**src/rtl/y86_pipe_ctrl.sv**
```systemverilog
`default_nettype none
// ============================================================================
// Module   : y86_pipe_ctrl
// Brief    : Y86 5-stage pipeline control: hazards, memory-wait timeout,
//            halt latch and architectural condition codes.
//            Optional performance counters under PIPE_PERF_CNT_EN.
// Revision : 1.0 - initial release
// ============================================================================
module y86_pipe_ctrl #(
    parameter int MEM_TIMEOUT = 16,
    parameter int CNT_W       = 32
) (
    input  logic             clk,
    input  logic             rst,
    input  logic [3:0]       D_icode,
    input  logic [3:0]       d_srcA,
    input  logic [3:0]       d_srcB,
    input  logic [3:0]       E_icode,
    input  logic [3:0]       E_dstM,
    input  logic             e_Cnd,
    input  logic             e_zf,
    input  logic             e_sf,
    input  logic             e_of,
    input  logic [3:0]       M_icode,
    input  logic             m_stat_err,
    input  logic             W_stat_err,
    input  logic             dmem_ready,
    output logic             cc_zf,
    output logic             cc_sf,
    output logic             cc_of,
    output logic             F_stall,
    output logic             D_stall,
    output logic             E_stall,
    output logic             M_stall,
    output logic             W_stall,
    output logic             D_bubble,
    output logic             E_bubble,
    output logic             M_bubble,
    output logic             W_bubble,
    output logic             mem_err,
    output logic             halted
`ifdef PIPE_PERF_CNT_EN
    ,
    output logic [CNT_W-1:0] perf_cycles,
    output logic [CNT_W-1:0] perf_stalls,
    output logic [CNT_W-1:0] perf_bubbles
`endif
);

    localparam logic [3:0] c_IOPL    = 4'h6;
    localparam logic [3:0] c_IRMMOVL = 4'h4;
    localparam logic [3:0] c_IMRMOVL = 4'h5;
    localparam logic [3:0] c_IJXX    = 4'h7;
    localparam logic [3:0] c_ICALL   = 4'h8;
    localparam logic [3:0] c_IRET    = 4'h9;
    localparam logic [3:0] c_IPUSHL  = 4'hA;
    localparam logic [3:0] c_IPOPL   = 4'hB;
    localparam logic [3:0] c_RNONE   = 4'hF;
    localparam logic [7:0] c_WAIT_LAST = 8'(MEM_TIMEOUT - 1);

    typedef enum logic [1:0] {
        ST_RUN      = 2'd0,
        ST_MEM_WAIT = 2'd1,
        ST_HALTED   = 2'd2
    } state_t;

    state_t     r_state_q, w_state_d;
    logic [7:0] r_wait_cnt_q, w_wait_cnt_d;
    logic       r_mem_err_q, w_mem_err_d;
    logic [2:0] r_cc_q, w_cc_d;

    logic w_load_use, w_lu, w_mispred, w_ret, w_memop, w_mem_wait, w_hold;

    always_comb begin
        w_load_use = (E_icode == c_IMRMOVL || E_icode == c_IPOPL) && (E_dstM != c_RNONE)
                     && (E_dstM == d_srcA || E_dstM == d_srcB);
        w_mispred  = (E_icode == c_IJXX) && !e_Cnd;
        w_lu       = w_load_use && !w_mispred;
        w_ret      = (D_icode == c_IRET) || (E_icode == c_IRET) || (M_icode == c_IRET);
        w_memop    = (M_icode == c_IRMMOVL) || (M_icode == c_IMRMOVL) || (M_icode == c_ICALL)
                     || (M_icode == c_IRET) || (M_icode == c_IPUSHL) || (M_icode == c_IPOPL);
        w_mem_wait = w_memop && !dmem_ready && (r_state_q == ST_RUN);
        w_hold     = w_mem_wait || (r_state_q == ST_MEM_WAIT && !dmem_ready);
    end

    // Priority: reset forces bubbles, then halt freezes, then memory wait, then hazards.
    always_comb begin
        F_stall  = 1'b0;
        D_stall  = 1'b0;
        E_stall  = 1'b0;
        M_stall  = 1'b0;
        W_stall  = 1'b0;
        D_bubble = 1'b0;
        E_bubble = 1'b0;
        M_bubble = 1'b0;
        W_bubble = 1'b0;
        if (rst) begin
            D_bubble = 1'b1;
            E_bubble = 1'b1;
            M_bubble = 1'b1;
            W_bubble = 1'b1;
        end else if (r_state_q == ST_HALTED) begin
            F_stall = 1'b1;
            D_stall = 1'b1;
            E_stall = 1'b1;
            M_stall = 1'b1;
            W_stall = 1'b1;
        end else if (w_hold) begin
            F_stall  = 1'b1;
            D_stall  = 1'b1;
            E_stall  = 1'b1;
            M_stall  = 1'b1;
            W_bubble = 1'b1;
        end else begin
            F_stall  = w_lu || w_ret;
            D_stall  = w_lu;
            D_bubble = w_mispred || (w_ret && !w_lu);
            E_bubble = w_mispred || w_lu;
            M_bubble = m_stat_err || W_stat_err;
            W_stall  = W_stat_err;
        end
    end

    always_comb begin
        w_state_d    = r_state_q;
        w_wait_cnt_d = 8'd0;
        w_mem_err_d  = r_mem_err_q;
        w_cc_d       = r_cc_q;
        case (r_state_q)
            ST_RUN: begin
                if (w_mem_wait) w_state_d = ST_MEM_WAIT;
            end
            ST_MEM_WAIT: begin
                w_wait_cnt_d = r_wait_cnt_q + 8'd1;
                if (dmem_ready) begin
                    w_state_d = ST_RUN;
                end else if (r_wait_cnt_q == c_WAIT_LAST) begin
                    w_state_d   = ST_HALTED;
                    w_mem_err_d = 1'b1;
                end
            end
            default: w_state_d = ST_HALTED;
        endcase
        if (W_stat_err) w_state_d = ST_HALTED;
        if (E_icode == c_IOPL && !m_stat_err && !W_stat_err && !E_stall
            && r_state_q != ST_HALTED) begin
            w_cc_d = {e_zf, e_sf, e_of};
        end
    end

    always_ff @(posedge clk or posedge rst) begin
        if (rst) begin
            r_state_q    <= ST_RUN;
            r_wait_cnt_q <= 8'd0;
            r_mem_err_q  <= 1'b0;
            r_cc_q       <= 3'b100;
        end else begin
            r_state_q    <= w_state_d;
            r_wait_cnt_q <= w_wait_cnt_d;
            r_mem_err_q  <= w_mem_err_d;
            r_cc_q       <= w_cc_d;
        end
    end

    assign cc_zf   = r_cc_q[2];
    assign cc_sf   = r_cc_q[1];
    assign cc_of   = r_cc_q[0];
    assign mem_err = r_mem_err_q;
    assign halted  = (r_state_q == ST_HALTED);

`ifdef PIPE_PERF_CNT_EN
    logic [CNT_W-1:0] r_perf_cycles_q, r_perf_stalls_q, r_perf_bubbles_q;
    logic [CNT_W-1:0] w_perf_cycles_d, w_perf_stalls_d, w_perf_bubbles_d;

    always_comb begin
        w_perf_cycles_d  = r_perf_cycles_q;
        w_perf_stalls_d  = r_perf_stalls_q;
        w_perf_bubbles_d = r_perf_bubbles_q;
        if (r_state_q != ST_HALTED) begin
            w_perf_cycles_d = r_perf_cycles_q + 1'b1;
            if (F_stall)              w_perf_stalls_d  = r_perf_stalls_q + 1'b1;
            if (D_bubble || E_bubble) w_perf_bubbles_d = r_perf_bubbles_q + 1'b1;
        end
    end

    always_ff @(posedge clk or posedge rst) begin
        if (rst) begin
            r_perf_cycles_q  <= '0;
            r_perf_stalls_q  <= '0;
            r_perf_bubbles_q <= '0;
        end else begin
            r_perf_cycles_q  <= w_perf_cycles_d;
            r_perf_stalls_q  <= w_perf_stalls_d;
            r_perf_bubbles_q <= w_perf_bubbles_d;
        end
    end

    assign perf_cycles  = r_perf_cycles_q;
    assign perf_stalls  = r_perf_stalls_q;
    assign perf_bubbles = r_perf_bubbles_q;
`endif

endmodule
`default_nettype wire
```
**config.mk**
```make
export PLATFORM = sky130hd
export DESIGN_NAME = y86_pipe_ctrl
export DESIGN_NICKNAME = d
export VERILOG_FILES = /design/src/rtl/y86_pipe_ctrl.sv
export SDC_FILE = /design/constraint.sdc
export NUM_CORES = 1
export LEC_CHECK = 0
export ABC_AREA = 0
export BUFFER_PORTS_ARGS = -buffer_cell sky130_fd_sc_hd__buf_4
export CAP_MARGIN = 10
export CELL_PAD_IN_SITES_DETAIL_PLACEMENT = 1
export CELL_PAD_IN_SITES_GLOBAL_PLACEMENT = 1
export CORE_MARGIN = 2
export CORE_UTILIZATION = 34
export CTS_CLUSTER_SIZE = 25
export DETAILED_ROUTE_END_ITERATION = 8
export PLACE_DENSITY_LB_ADDON = 0.08
export SYNTH_ARGS = -nofsm -noshare
export SYNTH_HDL_FRONTEND = slang
export SYNTH_SLANG_ARGS = --single-unit
```
**constraint.sdc**
```tcl
create_clock -name clk -period 4.46 [get_ports clk]
set_input_delay 1.338 -clock clk [delete_from_list [all_inputs] [get_ports clk]]
set_output_delay 1.338 -clock clk [all_outputs]
set_load 0.1 [all_outputs]
```
==> results.cfg <==
[sta]
worst_pin_slew_ns = 0.500
setup_ws_ns = 0.374
fin_crit_ns = 4.09
final_max_slew_viol_count = 0
finClkSkew_ns = 0.00108
relSlewSlack_pct = 66.4
hold_viol_final = 0
fmax_ghz = 0.245
min_period_over_period_pct = 91.6
rsz0062_at_grt = false
setup_viol = 0

[synthesis]
syn_inst = 101
yosysTopAreaCell = dfrtp_1
yosysSeqAreaShare_pct = 38.3
avgSynthCellArea_um2 = 9.09
netlist_area_um2 = 918
ys_seq_elements = 14
syn_nets = 135
synthArstFlopShare_pct = 100
synth_edf_count = 0
ys_types = 35
synth_area_leaders = dfrtp_1 35%, xor2_1 11%, inv_1 3.7%
synth_top_area_share_pct = 35.4
ys_warn_count = 0
synthFlopType = dfrtp_1

[place]
hpwl_um = 2160
gp_congestion = 0.767
placed_cells = 176
port_buffers = 46
dp_slack_ns = 0.366

[drt]
routed-wl-met3_um = 142
drt_iter0_drc = 11
drc = 0
vias = 928
drt-total-wl_um = 2570
ant_nets = 0
viasPerCell = 5.16
wl_per_cell_um = 14.3
dr.pass1.iters = 3
met2_length_um = 1290
met1_length_um = 1110
routed.top_layer = met4

[cells_and_area]
fill_cells = 319
regArea_um2 = 352
n_antenna_cell = 0
drive_gt1_share_pct = 41.3
post-route-util_pct = 53.2
final_common_cell = buf_4
fin_cells = 180
layout.nets = 185
multi_input_area_um2 = 529
areaGrowthSynthToFinish_pct = 46.0
final_cell_mix = 47 x buf_4, 13 x dfrtp_1, 12 x xor2_1

[clocking]
clk_path_buf_depth = 2
cts_max_level = 1
cts_made_buffers = 3
cts_hold_buf = 0
clock-sinks = 14
clock_latency_ns = 0.28
root_buffer = clkbuf_4
post_cts_buffers = 0
cts_tree = built
cts.repair.resized = 0
clkTransAtPathRegs_ns = 0.09

[floorplan]
fp.coreArea_um2 = 2520
pin_count = 47
initial_utilization_pct = 36.4
die_w_um = 56.0
rows = 18
die_area_um2 = 3130
die_y_um = 56.0

[critical_path]
cp_common_cell = buf_4
slowest_stage = or4_1
cp_slowest_stage_delay_ns = 0.52
start_kind = primary input
critical_path.cell_chain = buf_4 > nor3b_1 > or4_1 > nand2_1 > inv_1 > a21oi_2 > buf_4
crit_fanout = 4
cp_num_buf_inv = 3
worst_setup_path_end_kind = primary output
arrival_ns = 2.75
crit_type = primary input to primary output
cp.required_ns = 3.12
worst_path_dominant_cell_family = simple AND/OR/NAND/NOR gates

[power]
ir_drop_v = 0.000207
p_leak_nw = 0.662
p_int_mw = 0.211
seqPwrFrac_pct = 40.1
clockPowerShare_pct = 29.4
pwr_density_cell_nw_per_um2 = 238
p_comb_share_pct = 30.5
power.net_switching_mw = 0.107
swShare_pct = 33.6

[global_routing]
grt_pass1_wl_um = 4340
track_usage_pct = 17.3
antenna_found_initial = 0
grt_overflow = 0
first_global_vias = 947
grt_max_degree = 17

[run_status]
status = complete, no violations

[worst_hold_path]
hold_class = flip-flop to flip-flop

[job]
maxCapViolCount = 0
Yosys cell counts, drive strengths merged (2+ instances only):
cell	instances
inv	9
nand3	4
and3b	2
nor4bb	2
mux2	3
o31ai	2
nand2b	3
a21oi	5
xor2	12
nor2	9
or4	3
o21ai	4
nand2	8
nand4	2
dfrtp	13
nor3b	2
nor4	2
o211a	2
state kept, by name, summed over array words and instances, names as in the netlist:
name and flops:
r_state_q 2, r_wait_cnt_q 8, r_cc_q 3, mem_err 1
routing by layer:
| layer | vias up | track usage (%) |
|---|---|---|
| met2 | 26 | 30.8 |
| met4 | 0 | 4.08 |
| met3 | 5 | 5.12 |
| li1 | 454 | - |
| met5 | - | 0 |
| met1 | 443 | 20.4 |
path summary, 6_finish.rpt:
check / startpoint / end / slack (ns) / cells after the start
max: M_icode[2] / E_bubble / 0.37 / 7
min: mem_err / mem_err / 0.48 / 1
max reg2reg: r_state_q[1] / r_cc_q[1] / 2.67 / 3
min reg2reg: mem_err / mem_err / 0.48 / 1
max in group asynchronous: rst / r_cc_q[2] / 3.10 / 3
min in group asynchronous: rst / r_state_q[0] / 1.11 / 3
through the flow:
step | total power, mW | TNS (ns) | hold WS, ns | cell area (um2)
after detailed placement | 0.228 | 0 | 0.464 | 1310
after global routing | 0.335 | 0 | 0.512 | 1340
final | 0.319 | 0 | 0.480 | 1340
after global placement | 0.226 | 0 | 0.459 | 1310
after floorplan | 0.189 | -0.387 | 0.448 | 926
after CTS | 0.324 | 0 | 0.490 | 1340
cell families (layout without fill, tap and decap cells):
| family | count (synthesis) | after routing | share of synthesized area (%) |
|---|---|---|---|
| AO/OA/AOI/OAI | 17 | 17 | 12.7 |
| XOR/XNOR | 13 | 13 | 12.4 |
| adder cells (fa/ha/maj) | 1 | 1 | 1.36 |
| buffers and inverters | 11 | 60 | 4.90 |
| flip-flops | 14 | 14 | 38.3 |
| multiplexers | 3 | 3 | 3.68 |
| AND/OR/NAND/NOR | 42 | 42 | 26.7 |
power by group through the flow:
stage	clock network (mW)	registers (mW)	logic [mW]
after floorplan	0	0.134	0.0549
after global placement	0	0.130	0.0963
after detailed placement	0	0.130	0.0980
after CTS	0.0982	0.128	0.0980
after global routing	0.104	0.128	0.103
final	0.0937	0.128	0.0972
cell type report:
type                       count  share of cell area [%]
multi-input combinational     76                    39.5
inverter                       9                    2.52
timing repair buffer          47                    26.3
sequential                    14                    26.2
tap                           30                    2.80
clock buffer                   4                    2.71
Note: power is estimated with default switching activity, not from simulation.
